===== src/rtl/pipe_stage_buf_pkg.sv =====
// Shared defaults and width helpers for the elastic pipeline-stage buffer.
// Pointer/count widths are derived from DEPTH so each boundary sizes itself.
package pipe_stage_buf_pkg;

    localparam int PSB_DATA_W_DEF = 32;
    localparam int PSB_DEPTH_DEF  = 2;

    function automatic int psb_ptr_w(input int depth);
        return (depth > 1) ? $clog2(depth) : 1;
    endfunction

    function automatic int psb_cnt_w(input int depth);
        return $clog2(depth + 1);
    endfunction

endpackage


===== src/rtl/pipe_stage_buf.sv =====
// Elastic pipeline-stage buffer: DEPTH-entry circular queue, flush drops all, NOP payload when empty.
// Latency: payload accepted at edge N is on out_data/out_valid after edge N; no in->out bypass.
// Backpressure: in_ready falls only when full and is computed from registered count alone.
module pipe_stage_buf
    import pipe_stage_buf_pkg::*;
#(
    parameter int                 DATA_W   = PSB_DATA_W_DEF,
    parameter int                 DEPTH    = PSB_DEPTH_DEF,
    parameter logic [DATA_W-1:0]  NOP_DATA = '0
) (
    input  logic                         clk,
    input  logic                         rst_n,
    input  logic                         rdy,
    input  logic                         flush,
    input  logic                         in_valid,
    output logic                         in_ready,
    input  logic [DATA_W-1:0]            in_data,
    output logic                         out_valid,
    input  logic                         out_ready,
    output logic [DATA_W-1:0]            out_data,
    output logic [$clog2(DEPTH+1)-1:0]   occupancy
);

    localparam int PTR_W = psb_ptr_w(DEPTH);
    localparam int CNT_W = psb_cnt_w(DEPTH);

    localparam logic [PTR_W-1:0] PTR_ONE  = PTR_W'(1);
    localparam logic [CNT_W-1:0] CNT_ONE  = CNT_W'(1);
    localparam logic [CNT_W-1:0] CNT_FULL = CNT_W'(DEPTH);

    logic [PTR_W-1:0]  wr_ptr_q, wr_ptr_d;
    logic [PTR_W-1:0]  rd_ptr_q, rd_ptr_d;
    logic [CNT_W-1:0]  count_q, count_d;
    logic [DATA_W-1:0] mem_q [DEPTH];
    logic [DATA_W-1:0] mem_d [DEPTH];

    logic push;
    logic pop;

    assign in_ready  = (count_q != CNT_FULL);
    assign out_valid = (count_q != '0);
    assign out_data  = out_valid ? mem_q[rd_ptr_q] : NOP_DATA;
    assign occupancy = count_q;

    // Flush outranks both handshakes; rdy low freezes everything including flush.
    assign push = rdy & in_valid  & in_ready  & ~flush;
    assign pop  = rdy & out_valid & out_ready & ~flush;

    always_comb begin
        wr_ptr_d = wr_ptr_q;
        rd_ptr_d = rd_ptr_q;
        count_d  = count_q;
        if (rdy && flush) begin
            wr_ptr_d = '0;
            rd_ptr_d = '0;
            count_d  = '0;
        end else begin
            if (push) begin
                wr_ptr_d = wr_ptr_q + PTR_ONE;
            end
            if (pop) begin
                rd_ptr_d = rd_ptr_q + PTR_ONE;
            end
            if (push && !pop) begin
                count_d = count_q + CNT_ONE;
            end else if (pop && !push) begin
                count_d = count_q - CNT_ONE;
            end
        end
    end

    always_comb begin
        mem_d = mem_q;
        if (push) begin
            mem_d[wr_ptr_q] = in_data;
        end
    end

    always_ff @(posedge clk or negedge rst_n) begin
        if (!rst_n) begin
            wr_ptr_q <= '0;
            rd_ptr_q <= '0;
            count_q  <= '0;
        end else begin
            wr_ptr_q <= wr_ptr_d;
            rd_ptr_q <= rd_ptr_d;
            count_q  <= count_d;
        end
    end

    // Entry contents are never visible while empty, so the array carries no reset.
    always_ff @(posedge clk) begin
        mem_q <= mem_d;
    end

endmodule


===== config.mk =====
export PLATFORM = sky130hd
export DESIGN_NAME = pipe_stage_buf
export DESIGN_NICKNAME = d
export VERILOG_FILES = /design/src/rtl/pipe_stage_buf_pkg.sv /design/src/rtl/pipe_stage_buf.sv
export SDC_FILE = /design/constraint.sdc
export NUM_CORES = 1
export LEC_CHECK = 0
export CORE_MARGIN = 2
export CORE_UTILIZATION = 40
export CTS_CLUSTER_DIAMETER = 40
export DETAILED_ROUTE_END_ITERATION = 7
export PLACE_DENSITY = 0.79
export RECOVER_POWER = 100
export SLEW_MARGIN = 20
export SYNTH_ARGS = -nofsm -noshare
export SYNTH_HDL_FRONTEND = slang
export SYNTH_SLANG_ARGS = --single-unit

===== constraint.sdc =====
create_clock -name clk -period 7.3 [get_ports clk]
set_clock_uncertainty 0.1 [all_clocks]
set_input_delay 1.825 -clock clk [delete_from_list [all_inputs] [get_ports clk]]
set_output_delay 1.825 -clock clk [all_outputs]
set_load 0.005 [all_outputs]

==> results.md <==
- Status: finished, violations left
- Failing checks: design-rule violations, max-capacitance violations, max-slew violations
- Synth Warn #: 0
- CP required: 5.38 ns
- VDD IR max: 0.1478 mV
- Hpwl dp: 3.107 mm
- Post-CTS Hold Buffers: 0
- Antenna violations before repair: 0
- 1st-iter DRT viols: 96
- Worst hold path class: reg2reg
- Flops & latches, synth: 68
- RSZ-0062 raised after global routing: false
- Pwr dens: 238.1 mW/mm^2
- Clock Latency Late Sink: 0.33 ns
- Rel. slew slack: -84.14%
- Setup TNS: 0 ns
- Mapped Nets: 203
- Max-slew violations: 101
- Syn Inst Count: 165
- Distinct cell type count after synthesis: 20
- R2R cell count: 3
- Leakage: 0.001287 uW
- CP endpoint: out_data[5]
- Via count: 1563
- Die H: 85.89 microns
- Reg2Reg Setup Slack: 3.82 ns
- GP Congestion: 0.7286
- Critical path, cell by cell: nor2_1 -> nor2_1 -> dlygate4sd3_1
- CP startpoint: occupancy[0]$_DFFE_PN0P_
- Clk slew on worst S/H paths: 0.07 ns
- Final period utilization: 71.50%
- Initial Util: 41.77%
- Port-buffer cells: 73
- Average wire per standard cell: 14.44 microns
- Core ar.: 0.006422 sq mm
- Die footprint: 0.007377 sq mm
- WL final: 4.680 mm
- Maximum capacitance violations: 3
- Final hold viol count: 0
- CP max FO: 34
- CTS max path bufs: 2
- First-pass GRT wire length: 7.472 mm
- Area of the mapped netlist: 0.002683 sq mm
- Worst path bufs/invs: 1
- Area added between synthesis and finish: 35.21%
- H-Tree Depth: 3
- Vias in the first global route: 1615
- CTS tree: yes
- Most used cell along the critical path: nor2_1
- TritonCTS buffer count: 9
- Syn_area_per_cell: 16.26 sq um
- R2r startpoint: occupancy[0]$_DFFE_PN0P_
- Critical Path Start Type: flop
- Worst Hold Margin: 0.4138 ns
- Clock sink total: 68
- Cell family with most CP delay: simple AND/OR/NAND/NOR gates
- Layout Nets: 280
- Share of cells above drive strength 1: 6.478%
- Critical path depth in cells: 3
- Slowest stage cell, crit path: nor2_1
- Diodes inserted: 0
- Crit Path Class: reg2out
- GRT Residual Overflow: 0
- Fmax: 191.6 MHz
- Post-cts gate resize count: 0
- Register area share after synthesis: 75.37%
- Total GRT Usage: 13.72%
- Post-CTS Setup Inserts: 0
- 1st-pass router iterations: 8
- Worst slew pin tran: 2.752 ns
- Final-layout fill cell count: 523
- Tmin final: 5.219 ns
- Antenna-violating nets left: 0
- Final setup viols: 0
- IO Pins: 74
- Chip Width: 85.89 microns
- Vias per cell: 4.824
- DR DRC count: 5
- Pin count of the biggest net entering global routing: 35
- Worst EP arrival: 3.29 ns
- Worst r2r dst: mem_q[4]$_DFFE_PP_
- CTS Root Cell: clkbuf_8
- Site Rows: 29
- Crit end category: output pin
- Slowest stage delay, CP: 1.62 ns
[final cells by class]
| cell class | instances | area [sq um] | share of cell area, % |
|---|---|---|---|
| Clock buffer | 10 | 127.6 | 3.518 |
| Clock inverter | 6 | 55.05 | 1.518 |
| Inverter | 3 | 11.26 | 0.3105 |
| Multi-Input combinational cell | 87 | 583.1 | 16.07 |
| Sequential cell | 68 | 2023 | 55.78 |
| Tap cell | 77 | 96.34 | 2.656 |
| Timing Repair Buffer | 73 | 730.7 | 20.14 |
[where the power goes]
group | leakage, uW | switching (uW) | internal [uW]
combinational | 0.000563 | 49.2 | 70.8
sequential | 0.000633 | 16.3 | 441
clock | 0.0000911 | 132 | 154
[through the flow]
stage | utilization, % | cells | total power (uW) | area (sq um) | setup WS (ns)
2_1_floorplan | - | 165 | 522.1 | 2683 | 3.373
3_3_place_gp | 54.20 | 308 | 601.2 | 3481 | 3.433
3_5_place_dp | 54.20 | 308 | 604.6 | 3481 | 3.316
4_1_cts | 57.04 | 324 | 889.9 | 3664 | 3.123
5_1_grt | 56.48 | 324 | 901.4 | 3627 | 1.657
6_report | 56.48 | 324 | 863.6 | 3627 | 2.081
[placed cells by master, fill, tap and decap left out, types with 2 or more instances in the layout]
cell type	instances
nand4b_1	3
a21oi_1	3
nand2_1	2
nand2b_1	2
o21ai_1	3
nor2_1	36
clkinv_1	2
dfrtp_1	3
clkinv_2	2
o2bb2ai_1	2
inv_1	2
clkbuf_8	9
edfxtp_1	64
clkdlybuf4s50_1	5
dlygate4sd3_1	68
mux2i_1	32
[how the worst min path moves through the flow]
stage / startpoint / cells past startpoint / slack (ns) / to
4_1_cts: wr_ptr_q$_DFFE_PN0P_ / 1 / 0.47 / wr_ptr_q$_DFFE_PN0P_
3_5_place_dp: wr_ptr_q$_DFFE_PN0P_ / 1 / 0.46 / wr_ptr_q$_DFFE_PN0P_
6_report: wr_ptr_q$_DFFE_PN0P_ / 1 / 0.41 / wr_ptr_q$_DFFE_PN0P_
2_1_floorplan: wr_ptr_q$_DFFE_PN0P_ / 1 / 0.36 / wr_ptr_q$_DFFE_PN0P_
3_3_place_gp: wr_ptr_q$_DFFE_PN0P_ / 1 / 0.44 / wr_ptr_q$_DFFE_PN0P_
5_1_grt: wr_ptr_q$_DFFE_PN0P_ / 1 / 0.45 / wr_ptr_q$_DFFE_PN0P_
[routing by layer]
metal  GRT usage [%]  share of wire [%]  up-vias
met5               0                  0        -
li1                -                  -      766
met1           15.32                 40      741
met2           23.33                 53       47
met3           3.657                5.9        9
met4           8.369                1.9        0
[sequential cells by signal, summed over array words and instances (netlist names)]
name       flops
mem_q         64
wr_ptr_q       1
rd_ptr_q       1
occupancy      2
[synthesized netlist by cell type, drive strengths merged]
cell,n,share of area [%]
o21ai,4,0.75
nand4b,3,1.2
dfrtp,4,3.7
edfxtp,64,72
mux2i,32,12
o211ai,1,0.47
o211a,1,0.37
buf,7,1.7
inv,3,0.42
a21oi,3,0.56
nand2b,2,0.75
nor2,36,5.3
a31oi,1,0.23
o2bb2ai,2,0.65
nand2,2,0.28
[worst register-to-register path, cell delays in order, from the launching register on]
cell and delay (ns):
dfrtp_1 0.44, nand2b_1 0.24, nand4b_1 0.19, nor2_1 2.06
[cell families after synthesis]
| group | count (synthesis) | share of synthesized area [%] |
|---|---|---|
| flip-flops | 68 | 75.37 |
| AND/OR/NAND/NOR | 43 | 7.556 |
| multiplexers | 32 | 11.94 |
| AO/OA/AOI/OAI | 12 | 3.032 |
| buffers and inverters | 10 | 2.099 |
Note: power is estimated with default switching activity, not from simulation.
